File: config.mk
export PLATFORM = sky130hd
export DESIGN_NAME = led_pulse_gen
export DESIGN_NICKNAME = d
export VERILOG_FILES = /design/src/rtl/led_pulse_pkg.sv /design/src/rtl/led_pulse_chan.sv /design/src/rtl/led_pulse_gen.sv
export SDC_FILE = /design/constraint.sdc
export NUM_CORES = 1
export LEC_CHECK = 0
export BUFFER_PORTS_ARGS = -buffer_cell sky130_fd_sc_hd__buf_4
export CAP_MARGIN = 30
export CORE_MARGIN = 1
export CORE_UTILIZATION = 35
export DETAILED_ROUTE_END_ITERATION = 10
export SYNTH_ARGS = -nofsm -noshare
export SYNTH_HDL_FRONTEND = slang
export SYNTH_SLANG_ARGS = --single-unit
File: constraint.sdc
create_clock -name sys_clk -period 4.95 [get_ports sys_clk]
set_input_delay 0.2475 -clock sys_clk [delete_from_list [all_inputs] [get_ports sys_clk]]
set_output_delay 0.2475 -clock sys_clk [all_outputs]
set_load 0.02 [all_outputs]
File: src/rtl/led_pulse_pkg.sv
// Shared types and elaboration helpers for the multi-channel LED pulse generator.
package led_pulse_pkg;

    // Widest supported period/duty field; narrower configs are zero-extended into it.
    localparam int CFG_W_MAX = 16;

    typedef struct packed {
        logic [CFG_W_MAX-1:0] period;
        logic [CFG_W_MAX-1:0] duty;
    } chan_cfg_t;

    function automatic int calc_div(input int clk_hz, input int tick_hz);
        return clk_hz / tick_hz;
    endfunction

    function automatic int presc_width(input int div);
        return (div <= 2) ? 1 : $clog2(div);
    endfunction

    function automatic int chan_idx_width(input int channels);
        return (channels <= 1) ? 1 : $clog2(channels);
    endfunction

endpackage

File: src/rtl/led_pulse_chan.sv
// One LED channel: tick-driven period/duty counter with a shadow config
// that is swapped in at the period wrap so the output never glitches.
module led_pulse_chan
    import led_pulse_pkg::*;
#(
    parameter int PERIOD_W = 12
) (
    input  logic      clk,
    input  logic      rst_n,
    input  logic      tick,
    input  logic      run,
    input  logic      wr,
    input  chan_cfg_t cfg,
    output logic      pending,
    output logic      led
);

    chan_cfg_t            act_q, act_d;
    chan_cfg_t            sh_q, sh_d;
    logic [PERIOD_W-1:0]  cnt_q, cnt_d;
    logic                 pending_q, pending_d;
    logic                 led_q, led_d;
    logic [CFG_W_MAX-1:0] cnt_ext;
    logic                 period_zero;
    logic                 wrap;

    assign cnt_ext     = CFG_W_MAX'(cnt_q);
    assign period_zero = (act_q.period == '0);
    assign wrap        = (cnt_ext == act_q.period - 1'b1);

    always_comb begin
        act_d     = act_q;
        sh_d      = sh_q;
        cnt_d     = cnt_q;
        pending_d = pending_q;

        if (!run) begin
            cnt_d = '0;
        end else if (tick) begin
            if (period_zero) begin
                cnt_d = '0;
            end else if (wrap) begin
                cnt_d = '0;
                if (pending_q) begin
                    act_d     = sh_q;
                    pending_d = 1'b0;
                end
            end else begin
                cnt_d = cnt_q + 1'b1;
            end
        end

        // An idle or stopped channel has no period boundary to wait for.
        if (wr) begin
            sh_d = cfg;
            if (period_zero || !run) begin
                act_d     = cfg;
                cnt_d     = '0;
                pending_d = 1'b0;
            end else begin
                pending_d = 1'b1;
            end
        end
    end

    assign led_d = run && !period_zero && (cnt_ext < act_q.duty);

    always_ff @(posedge clk or negedge rst_n) begin
        if (!rst_n) begin
            act_q     <= '0;
            sh_q      <= '0;
            cnt_q     <= '0;
            pending_q <= 1'b0;
            led_q     <= 1'b0;
        end else begin
            act_q     <= act_d;
            sh_q      <= sh_d;
            cnt_q     <= cnt_d;
            pending_q <= pending_d;
            led_q     <= led_d;
        end
    end

    assign pending = pending_q;
    assign led     = led_q;

endmodule

File: src/rtl/led_pulse_gen.sv
// Multi-channel LED pulse generator: shared prescaler, per-channel counters, cfg handshake.
// Define LED_PULSE_SYNC_EN to pass `locked` through a 2-flop synchroniser.
module led_pulse_gen
    import led_pulse_pkg::*;
#(
    parameter int  CLK_HZ   = 48_000_000,
    parameter int  TICK_HZ  = 1000,
    parameter int  CHANNELS = 4,
    parameter int  PERIOD_W = 12,
    localparam int CH_W     = chan_idx_width(CHANNELS)
) (
    input  logic                sys_clk,
    input  logic                rst_n,
    input  logic                locked,
    input  logic                cfg_valid,
    output logic                cfg_ready,
    input  logic [CH_W-1:0]     cfg_ch,
    input  logic [PERIOD_W-1:0] cfg_period,
    input  logic [PERIOD_W-1:0] cfg_duty,
    output logic                tick,
    output logic [CHANNELS-1:0] led
);

    localparam int            DIV        = calc_div(CLK_HZ, TICK_HZ);
    localparam int            PW         = presc_width(DIV);
    localparam logic [PW-1:0] PRESC_LAST = PW'(DIV - 1);

    logic                run;
    logic [PW-1:0]       presc_q, presc_d;
    logic [CHANNELS-1:0] pending;
    logic [CHANNELS-1:0] wr;
    chan_cfg_t           cfg_in;

`ifdef LED_PULSE_SYNC_EN
    logic [1:0] sync_q;

    always_ff @(posedge sys_clk or negedge rst_n) begin
        if (!rst_n) begin
            sync_q <= '0;
        end else begin
            sync_q <= {sync_q[0], locked};
        end
    end

    assign run = sync_q[1];
`else
    assign run = locked;
`endif

    always_comb begin
        presc_d = presc_q + 1'b1;
        if (!run || presc_q == PRESC_LAST) begin
            presc_d = '0;
        end
    end

    always_ff @(posedge sys_clk or negedge rst_n) begin
        if (!rst_n) begin
            presc_q <= '0;
        end else begin
            presc_q <= presc_d;
        end
    end

    assign tick = run && (presc_q == PRESC_LAST);

    assign cfg_in.period = CFG_W_MAX'(cfg_period);
    assign cfg_in.duty   = CFG_W_MAX'(cfg_duty);

    // Out-of-range channel indices fall through with ready high and no write strobe.
    always_comb begin
        cfg_ready = 1'b1;
        for (int i = 0; i < CHANNELS; i++) begin
            if (int'(cfg_ch) == i) begin
                cfg_ready = !pending[i];
            end
        end
    end

    for (genvar g = 0; g < CHANNELS; g++) begin : g_chan
        assign wr[g] = cfg_valid && !pending[g] && (int'(cfg_ch) == g);

        led_pulse_chan #(
            .PERIOD_W(PERIOD_W)
        ) u_chan (
            .clk    (sys_clk),
            .rst_n  (rst_n),
            .tick   (tick),
            .run    (run),
            .wr     (wr[g]),
            .cfg    (cfg_in),
            .pending(pending[g]),
            .led    (led[g])
        );
    end

endmodule
== After elaboration in Yosys (flattened, before gate mapping) ==
Index checks and enable logic that the tools add are counted.
Operators by class
  equality and inequality tests: 12
  $lt $le $gt $ge: 4
  divide/modulo/power cells: 0
  shifts and indexed selects: 0
  $mul: 0
  add/sub/neg operators: 9
  reduce and logical (&&, ||, !) cells: 52
  multiplexer cells: 81
  bitwise operators: 0
Operator list (number)
  $mux W32: 28
  $mux W12: 24
  $eq A12 B16 Y1: 4
  $logic_not A16 Y1: 4
  $lt A12 B16 Y1: 4
  $sub A16 B1 Y16 const B: 4
  $add A12 B1 Y12 const B: 4
  $mux W1: 28
  $reduce_bool A2 Y1: 12
  $logic_and A1 B1 Y1: 17
  $add A16 B1 Y16 const B: 1
  $eq A16 B16 Y1 const B: 1
  $mux W16: 1
  $reduce_and A4 Y1: 4
  $logic_not A1 Y1: 9
  $ne A2 B1 Y1 const B: 4
  $logic_or A1 B1 Y1: 5
  $eq A2 B2 Y1 const B: 2
  $eq A2 B1 Y1 const B: 1
  $logic_not A2 Y1: 1
Word-level totals
  input bits: 30
  memory bits (read-only): 0
  memory bits (writable): 0
  output and inout bits: 6
  memories: 0
  register bits after elaboration: 296
  latch bits: 0

== Depth between registers and ports, before layout ==
Gate-level depths: netlist of the first run.
  depth in word-level cells: 8
  depth in mapped cells: 13
  depth with buffers taken out: 10

== Modules after synthesis ==
From an unflattened synthesis of the first run, not the netlist that was laid out.
Unflattened totals
  cell total of the unflattened synthesis: 1709
  area, all modules: 17723.2 µm²
Modules (own cells, without submodules)
  led_pulse_chan: area an instance 4207.8 µm², cells an instance 405, instances 4
  led_pulse_gen: area an instance 892.1 µm², cells an instance 89, instances 1

== Worst setup path after synthesis of the first run ==
Ideal clock, no wire load.
  path kind: register to register
  start: reg g_chan[2].u_chan.act_q[16] in the netlist's numbering
  end: reg g_chan[2].u_chan.cnt_q[7]
  setup time: 121 ps
  buffers on the path: 1
  data required time: 4829 ps
  stages on the path, launching flop included: 12
  setup slack: 1580 ps
  data arrival time: 3249 ps
  clock period less this slack: 3370 ps
  cell sequence: dfrtp_1 inv_1 ha_1 or4b_2 or4_1 xor2_1 nand2_1 or4b_4 o21a_1 buf_4 a21o_1 a22o_1
Between the ends
  longest elaborated chain between the ends: 8
  elaborated cells between the ends (all ways): 10
  classes of those cells: add/sub: 1; eq/ne: 1; mux: 6; reduce/logical: 2
RTL lines
  start: declaration: RTL line led_pulse_chan.sv:18  | chan_cfg_t act_q, act_d;
  start signal: assignment: RTL line led_pulse_chan.sv:76  | act_q <= act_d;
  $sub A16 B1 Y16: RTL line led_pulse_chan.sv:29  | assign wrap = (cnt_ext == act_q.period - 1'b1);
  $eq A12 B16 Y1: RTL line led_pulse_chan.sv:29
  $mux W12: RTL line led_pulse_chan.sv:42  | end else if (wrap) begin
  $mux W12: RTL line led_pulse_chan.sv:40  | if (period_zero) begin
  $mux W12: RTL line led_pulse_chan.sv:39  | end else if (tick) begin
  $mux W12: RTL line led_pulse_chan.sv:37  | if (!run) begin
  $mux W12: RTL line led_pulse_chan.sv:56  | if (period_zero || !run) begin
  $mux W12 *: RTL line led_pulse_chan.sv:54  | if (wr) begin
  via g_chan[2].u_chan.cnt_d[7]: RTL line led_pulse_chan.sv:20  | logic [PERIOD_W-1:0] cnt_q, cnt_d;
  end signal: assignment: RTL line led_pulse_chan.sv:78  | cnt_q <= cnt_d;
  end: declaration: RTL line led_pulse_chan.sv:20
The timed path passes the listed nets; every way through them passes the cells marked *.
A chain may end at the register's enable or synchronous reset.

==> results.toml, run 1 <==
[yosys]
ys_seq_area_share_pct = 46.3
synth_flop_cell = "dfrtp_1"
synth_area_leader_cell = "dfrtp_1"
yosys.area_share.simple_pct = 16.1
yosysUniqueCellTypes = 82
synth_cells = 1574
async_flop_share_pct = 100
synth_top_family_by_area = "simple AND/OR/NAND/NOR gates"
avgSynthCellArea_sq_um = 10.2
synth_edf_count = 0
synth_xor_area_share_pct = 3.56
syn_nets = 1657
synth.top_cell.area_share_pct = 46.3
ys_warn_count = 0
synthAdderAreaFrac_pct = 4.14
ys_ff_latch = 296
synth-compound-area-share_pct = 13.1
syn_area_sq_um = 16000
synthMuxAreaShare_pct = 12.4
ys_top_cells_by_area = "dfrtp_1 (46%), mux2_2 (6.8%), mux2i_1 (5.5%)"

[drt]
firstDrtPassIters = 5
drtIter0Drc = 813
routedWlPerCell_microns = 18.2
route.detailed.drc = 0
via_per_inst = 5.36
routed_wl_mm = 40.5
vias = 11898
ant_nets = 0

[sta]
finClkSkew_ns = 0.0279
setup_ws_ns = 1.12
fin_crit_sh_pct = 77.3
fin_tns_setup_ns = 0
setup_violations = 0
maxSlewHeadroom_pct = 40.2
whs_ns = 0.121
timing.fmax_mhz = 261
layout_min_cycle_time_ns = 3.83
rsz0062_at_grt = "false"
slew_violations = 0
hold_viol = 0
worst_pin_slew_ns = 0.889

[critical_path]
crit_path_end_kind = "flip-flop"
slowest_delay_ns = 0.67
critPathKind = "reg -> reg"
cp-start-kind = "flip-flop"
cpMaxStageDelayCell = "or4b_2"
worst_path_dominant_cell_family = "simple AND/OR/NAND/NOR gates"
cp_cell_sequence = "inv_1 > ha_1 > or4b_2 > or4_1 > xor2_1 > nand2_1 > or4b_4 > nor3_4 > buf_4 > a22o_1 > a21o_1"
cp.arrival_ns = 4.35
path_buf_inv = 2
required_ns = 5.48
crit_fanout = 38

[clocking]
clkTransAtPathRegs_ns = 0.06
cts_tree = "built"
numCtsBuffers = 31
htree_levels = 1
clk_path_buf_depth = 3
insertion_delay_ns = 0.59
post_cts_resized = 0
clkSinkCount = 296
cts-root-buf = "clkbuf_16"

[layout]
layout-drive-gt1-share_pct = 14.7
fin_nets = 1683
utilization_pct = 40.6
area_delta_synth_final_pct = 13.4
final_area_sq_um = 18100
fin_cells = 2218

[placement]
gp_congestion = 0.856
placedCellCount = 2134
dpl.hpwl_mm = 26.6
placedInstanceArea_sq_um = 16800
dp_worst_setup_slack_ns = 1.19
port_buffers = 35

[floorplan]
core-area_sq_um = 44700
fp-row-count = 77
fp.dieW_microns = 216
fp.dieH_microns = 216
dieArea_sq_um = 46600
io_pins = 36
start_util_pct = 35.8

[grt]
grt_usage_pct = 17.5
grt_pass1_wl_mm = 64.9
antenna_found_initial = 0
grt_pass1_vias = 11566
grt_overflow = 0
grt_max_degree = 152

[min_path]
min_path_type = "in -> reg"

[power]
p_per_area_nw_per_um2 = 424
p_seq_share_pct = 45.5
power.switching_mw = 2.35
p_total_mw = 7.70
p_sw_share_pct = 30.5
ir_drop_uv = 254
p_leak_nw = 8.41
combPwrFrac_pct = 21.7
p_int_mw = 5.35
pwr-share-clk_pct = 32.7

[run_status]
status = "completed"

[job]
cap_violations = 0
-- registers in the layout, summed over array words and instances (netlist names) --
name	flops
g_chan.u_chan.act_q	128
g_chan.u_chan.sh_q	96
g_chan.u_chan.cnt_q	48
presc_q	16
g_chan.u_chan.led	4
g_chan.u_chan.pending	4
-- path summary, 6_finish.rpt --
path	slack, ns	startpoint	cells past startpoint	to
max in group asynchronous	3.42	rst_n	3	g_chan[1].u_chan.act_q[24]
min reg2reg	0.49	g_chan[2].u_chan.act_q[14]	1	g_chan[2].u_chan.act_q[14]
max reg2reg	1.12	g_chan[2].u_chan.act_q[16]	11	g_chan[2].u_chan.act_q[20]
min in group asynchronous	0.28	rst_n	2	g_chan[0].u_chan.act_q[14]
min	0.12	locked	3	presc_q[6]
max	1.12	g_chan[2].u_chan.act_q[16]	11	g_chan[2].u_chan.act_q[20]
-- cell usage in the layout, fill, tap and decap left out, types with 25 or more instances in the layout --
master         instances
dfrtp_1              296
o21ai_1               26
xor2_1                26
nand2_1              124
mux2_2                96
buf_4                 50
nor2_1               113
inv_1                 72
nand3_1               49
ha_1                  53
mux2i_1               88
a21o_1                31
o21ai_0               66
xnor2_1               39
clkbuf_16             31
dlygate4sd3_1         25
and3_1                43
a21oi_1               66
nor3_1                26
-- worst register-to-register path, cell delays in order, from the launching register on --
cell and delay [ns]:
dfrtp_1 0.46, inv_1 0.12, ha_1 0.29, or4b_2 0.67
or4_1 0.51, xor2_1 0.19, nand2_1 0.10, or4b_4 0.51
nor3_4 0.20, buf_4 0.42, a22o_1 0.21, a21o_1 0.08
-- layout make-up --
cell class,count,area (sq um)
sequential,296,7410
clock buffer,41,883
fill,4374,26600
multi-input combinational,1120,7930
tap,592,741
timing repair buffer,79,686
antenna,1,2.50
inverter,72,270
clock inverter,17,226
-- synth_stat cells, types with 4 or more instances --
cell type  number
o211ai_1        6
o21ai_1        26
buf_4          10
nand2_1       124
mux2i_1        88
a31oi_1        20
nor3b_1         5
dfrtp_1       296
nand2b_1       16
ha_1           53
o21ai_0        66
or3_1           4
clkbuf_1       54
nor4_1         19
inv_1          72
a22oi_1        10
and2_1         18
xnor2_1        39
or4_1          12
buf_6           4
a211oi_1        6
nor3_1         26
nand3_1        50
a21oi_1        67
xor2_1         26
a211o_1         4
buf_2          13
o31ai_1        23
o2111ai_1       5
nand4_1        16
nor2_1        113
mux2_2         96
nor2b_1        17
a22oi_2         6
or2_2           5
nand3b_1        7
o21bai_1        4
and3_1         43
a22o_1         14
a21o_1         31
-- kinds of logic (layout without fill, tap and decap cells) --
group           count (synthesis)  after routing
other cells                     0              1
fa+ha+maj                      53             53
xor+xnor                       65             65
compound gates                319            319
simple gates                  498            498
mux                           185            185
buf+inv                       158            209
flops                         296            296
-- metal layers --
metal	track usage, %	vias to the layer above	share of wire (%)
met5	0	-	0
met4	5.11	0	2.7
met3	2.23	66	4.0
met2	28.3	247	47
met1	24.4	5901	47
li1	-	5684	-
-- power groups by stage --
| stage | clock network (mW) | registers (mW) | logic, mW |
|---|---|---|---|
| 2_1_floorplan | 0 | 3.32 | 1.37 |
| 3_3_place_gp | 0 | 3.52 | 1.59 |
| 3_5_place_dp | 0 | 3.55 | 1.65 |
| 4_1_cts | 2.59 | 3.51 | 1.68 |
| 5_1_grt | 2.69 | 3.59 | 1.90 |
| 6_report | 2.52 | 3.51 | 1.67 |
-- timing repair --
action | CTS | global route
setup buffers | 0 | 0
hold endpoints to repair | 125 | 0
hold buffers | 25 | 0
Note: power is estimated with default switching activity, not from simulation.
==> run 2: changes to the inputs <==
==> constraint.sdc (replaced) <==
create_clock -name sys_clk -period 3.9 [get_ports sys_clk]
set_input_delay 0.195 -clock sys_clk [delete_from_list [all_inputs] [get_ports sys_clk]]
set_output_delay 0.195 -clock sys_clk [all_outputs]
set_load 0.02 [all_outputs]
==> results.toml, run 2 (synthesis results as in run 1) <==
[job]
cap_violations = 0

[power]
p_per_area_nw_per_um2 = 527
p_leak_nw = 8.46
power.switching_mw = 2.94
ir_drop_uv = 354
p_int_mw = 6.65
p_sw_share_pct = 30.7
pwr-share-clk_pct = 31.5
combPwrFrac_pct = 22.1
p_seq_share_pct = 46.3

[layout]
final_cell_mix = "dfrtp_1 (296), nand2_1 (124), nor2_1 (113), mux2_2 (96), mux2i_1 (88)"
diodes = 0
fin_nets = 1700
largest_register_ffs = 128
top_register = "g_chan.u_chan.act_q"
final_common_cell = "dfrtp_1"
layout-drive-gt1-share_pct = 15.2
largestRegisters = "g_chan.u_chan.act_q x128, g_chan.u_chan.sh_q x96, g_chan.u_chan.cnt_q x48"
area_delta_synth_final_pct = 13.7

[floorplan]
start_util_pct = 35.8
core-area_sq_um = 44700
fp-row-count = 77
fp.dieH_microns = 216
fp.dieW_microns = 216
io_pins = 36
dieArea_sq_um = 46600

[sta]
worst_pin_slew_ns = 0.924
fin_crit_sh_pct = 96.1
fin_tns_setup_ns = 0
setup_ws_ns = 0.152
finClkSkew_ns = 0.0228
slew_violations = 0
layout_min_cycle_time_ns = 3.75
setup_violations = 0
timing.fmax_mhz = 267
rsz0062_at_grt = "false"
maxSlewHeadroom_pct = 38.4
hold_viol = 0

[drt]
firstDrtPassIters = 6
drtIter0Drc = 786
route.detailed.drc = 0
routedWlPerCell_microns = 17.9
via_per_inst = 5.37
vias = 11983
ant_nets = 0
routed_wl_mm = 40.0

[clocking]
numCtsBuffers = 31
cts-root-buf = "clkbuf_16"
insertion_delay_ns = 0.60
clk_path_buf_depth = 3
cts_tree = "built"
clkTransAtPathRegs_ns = 0.06
htree_levels = 1
clkSinkCount = 296
cts_setup_buffers = 0

[placement]
dp_worst_setup_slack_ns = 0.185
port_buffers = 35
gp_congestion = 0.860
dpl.hpwl_mm = 26.8

[critical_path]
worst-path-stages = 10
cp-start-kind = "flip-flop"
worst_path_dominant_cell_family = "simple AND/OR/NAND/NOR gates"
crit_start = "g_chan[2].u_chan.act_q[17]"
path_buf_inv = 1
critPathKind = "reg -> reg"
crit_end = "g_chan[2].u_chan.cnt_q[7]"
cp_cell_sequence = "inv_1 > ha_1 > or4b_2 > or4_1 > xor2_1 > nand2_1 > or4b_4 > o21a_1 > a21o_1 > a22o_1"
r2r-end = "g_chan[2].u_chan.cnt_q[7]"
cp.arrival_ns = 4.23
crit_fanout = 20
cpMaxStageDelayCell = "or4b_2"
reg2reg_depth = 10
required_ns = 4.38
regToRegSetupSlack_ns = 0.15
slowest_delay_ns = 0.67
crit_path_end_kind = "flip-flop"
r2r_start = "g_chan[2].u_chan.act_q[17]"

[grt]
grt_overflow = 0
grt_max_degree = 112
grt_usage_pct = 17.6
grt_pass1_vias = 11741
grt_pass1_wl_mm = 65.3
antenna_found_initial = 0

[min_path]
min_path_type = "in -> reg"
holdPathStages = 3

[run_status]
status = "completed"
-- run 2: repair_timing --
action                    CTS  global route
gates resized for setup     0             0
hold endpoints to repair  277             0
hold buffers               25             0
-- run 2: power by group through the flow --
stage          clock network [mW]  logic, mW  registers (mW)
6_report                     3.02       2.12            4.44
5_1_grt                      3.24       2.40            4.55
4_1_cts                      3.11       2.14            4.44
3_5_place_dp                    0       2.11            4.49
3_3_place_gp                    0       2.02            4.46
2_1_floorplan                   0       1.74            4.21
-- run 2: through the flow --
step	instance area (sq um)	hold WS, ns	power (mW)	utilization, %	std cells
global placement	16900	0.350	6.48	37.8	2151
CTS	18200	0.0207	9.69	40.7	2233
finish	18200	0.0440	9.59	40.7	2233
detailed placement	16900	0.364	6.60	37.8	2151
floorplan	16000	-0.101	5.95	-	1574
global route	18200	0.0414	10.2	40.7	2233
-- run 2: how the worst min path moves through the flow --
stage,startpoint,to,slack [ns]
finish,locked,presc_q[6],0.04
global route,locked,presc_q[1],0.04
CTS,locked,presc_q[6],0.02
detailed placement,rst_n,g_chan[0].u_chan.act_q[31],0.36
global placement,rst_n,g_chan[0].u_chan.act_q[13],0.35
floorplan,rst_n,g_chan[0].u_chan.act_q[0],-0.10
-- run 2: layer usage --
metal	global-route usage [%]	vias up	routed length, microns
li1	-	5738	-
met1	23.5	5907	18100
met2	28.9	271	18800
met3	2.54	67	1880
met4	6.55	0	1290
met5	0	-	0
-- run 2: tightest hold or removal path: cells and delay by family --
kind,cells,cell delay [ns]
and+or+nand+nor,1,0.05
buffers and inverters,2,0.33
-- run 2: cell type report --
cell class,instances,area (sq um)
Clock buffer,45,888
Clock inverter,12,150
Fill cell,4326,26500
Inverter,72,270
Multi-Input combinational cell,1120,7930
Sequential cell,296,7410
Tap cell,592,741
Timing Repair Buffer,96,816
==> run 3: changes to the inputs <==
--- a/config.mk
+++ b/config.mk
@@ -12,4 +12,5 @@
 export DETAILED_ROUTE_END_ITERATION = 10
 export SYNTH_ARGS = -nofsm -noshare
 export SYNTH_HDL_FRONTEND = slang
+export SYNTH_HIERARCHICAL = 1
 export SYNTH_SLANG_ARGS = --single-unit
==> results.toml, run 3 <==
[run_status]
status = "completed"

[drt]
drtIter0Drc = 765
routedWlPerCell_microns = 17.3
ant_nets = 0
route.detailed.drc = 0
via_per_inst = 5.15
firstDrtPassIters = 5
routed_wl_mm = 43.1
vias = 12825

[placement]
dpl.hpwl_mm = 29.3
placedInstanceArea_sq_um = 19000
gp_congestion = 0.886
port_buffers = 35
placedCellCount = 2426

[grt]
antenna_found_initial = 1
grt_pass1_vias = 12927
grt_max_degree = 118
grt_usage_pct = 17.3
grt_pass1_wl_mm = 70.6
grt_overflow = 0

[job]
cap_violations = 0

[yosys]
synth_flop_cell = "dfrtp_1"
synth_area_leader_cell = "dfrtp_1"
yosysUniqueCellTypes = 60
ys_top_cells_by_area = "dfrtp_1 (46%), mux2_2 (8.1%), mux2i_1 (6.6%)"
synth_edf_count = 0
ys_warn_count = 6
avgSynthCellArea_sq_um = 10.4
async_flop_share_pct = 100
syn_area_sq_um = 17700
synth.top_cell.area_share_pct = 46.3
yosysMostFrequentCell = "dfrtp_1"
synth_cells = 1709
synth_common_cells = "dfrtp_1 (328), nor2_1 (179), a21oi_1 (149)"
ys_ff_latch = 328
ys_seq_area_share_pct = 46.3

[layout]
final_common_cell = "dfrtp_1"
fill_cells = 4915
largestRegisters = "g_chan.u_chan/act_q x128, g_chan.u_chan/sh_q x128, g_chan.u_chan/cnt_q x48"
final_cell_mix = "dfrtp_1 (328), nor2_1 (179), a21oi_1 (149), mux2_2 (128), mux2i_1 (116)"
layout-drive-gt1-share_pct = 15.4
area_delta_synth_final_pct = 13.6
diodes = 0
fin_nets = 1880
final_area_sq_um = 20100
fin_cells = 2490

[critical_path]
cp.arrival_ns = 3.65
crit_fanout = 38
critPathKind = "reg -> reg"
required_ns = 4.29
cp-start-kind = "flip-flop"
crit_path_end_kind = "flip-flop"

[sta]
whs_ns = 0.0205
maxSlewHeadroom_pct = 35.6
setup_violations = 0
fin_tns_setup_ns = 0
hold_viol = 0
slew_violations = 0
finClkSkew_ns = 0.0148
fin_crit_sh_pct = 83.6
timing.fmax_mhz = 307
rsz0062_at_grt = "false"
worst_pin_slew_ns = 0.965
layout_min_cycle_time_ns = 3.26

[min_path]
min_path_type = "in -> reg"

[floorplan]
fp.dieH_microns = 227
fp-row-count = 82
start_util_pct = 35.4
io_pins = 36
core-area_sq_um = 50100
dieArea_sq_um = 51500
fp.dieW_microns = 227

[clocking]
cts_tree = "built"
htree_levels = 2
clkSinkCount = 328
insertion_delay_ns = 0.53
clkTransAtPathRegs_ns = 0.06
cts_hold_buf = 4
clk_path_buf_depth = 3
cts-root-buf = "clkbuf_16"
cts_setup_buffers = 0
numCtsBuffers = 37
post_cts_resized = 0

[power]
ir_drop_uv = 195
p_total_mw = 10.3
p_leak_nw = 8.67
p_per_area_nw_per_um2 = 511
==> run 3: final timing paths <==
path / start / to / slack (ns) / cells past startpoint
min in group asynchronous: rst_n / g_chan[0].u_chan/sh_q[30] / 0.37 / 2
worst min register to register: g_chan[1].u_chan/sh_q[14] / g_chan[1].u_chan/sh_q[14] / 0.51 / 1
worst max register to register: g_chan[0].u_chan/act_q[18] / g_chan[0].u_chan/act_q[2] / 0.64 / 8
max in group asynchronous: rst_n / g_chan[1].u_chan/sh_q[0] / 2.46 / 3
worst max-delay path: g_chan[0].u_chan/act_q[18] / g_chan[0].u_chan/act_q[2] / 0.64 / 8
worst min-delay path: cfg_duty[8] / g_chan[0].u_chan/act_q[8] / 0.02 / 3
==> run 3: routing by layer <==
metal  wire, microns  global-route usage (%)  vias to the layer above
met5              11                       0                        -
li1                -                       -                     6231
met2           20600                    29.0                      245
met3            1570                    2.37                       76
met1           19500                    22.7                     6271
met4            1450                    6.28                        2
==> run 3: layout make-up <==
type	count	area [sq um]	share of cell area (%)
clock buffers	56	1090	5.41
multi-input cells	1267	9030	44.8
clock inverters	4	48.8	0.242
well taps	672	841	4.18
flip-flops and latches	328	8210	40.8
inverters	92	345	1.72
repair buffers	71	576	2.86
==> run 3: critical path, cell delays in order (launching register included) <==
cell,delay [ns]
dfrtp_1,0.45
nor4_4,0.53
nand4_1,0.24
nor4_1,0.46
nor2b_1,0.32
nand2b_2,0.52
buf_4,0.39
nor2_1,0.13
a21oi_1,0.05
==> run 3: through the flow <==
step	utilization (%)	setup WS [ns]
after floorplan	-	0.978
after global placement	37.9	0.795
after detailed placement	37.9	0.716
after CTS	40.2	0.672
after global routing	40.2	0.353
final	40.2	0.641
==> run 3: logic make-up (layout without fill, tap and decap cells) <==
logic type | Yosys count | in the layout | synth area share [%]
other | 1 | 64 | 0.0212
multiplexers | 245 | 245 | 14.8
XOR/XNOR | 89 | 89 | 4.40
adder cells (fa/ha/maj) | 53 | 53 | 3.74
AND/OR/NAND/NOR | 497 | 497 | 15.0
buffers and inverters | 177 | 223 | 4.33
AO/OA/AOI/OAI | 319 | 319 | 11.4
flip-flops | 328 | 328 | 46.3
==> run 3: power breakdown <==
group          switching [mW]  internal (mW)  total, mW
Clock                    1.33           1.98       3.31
Sequential              0.704           4.31       5.02
Combinational           0.898           1.06       1.96
Total                    2.93           7.35       10.3
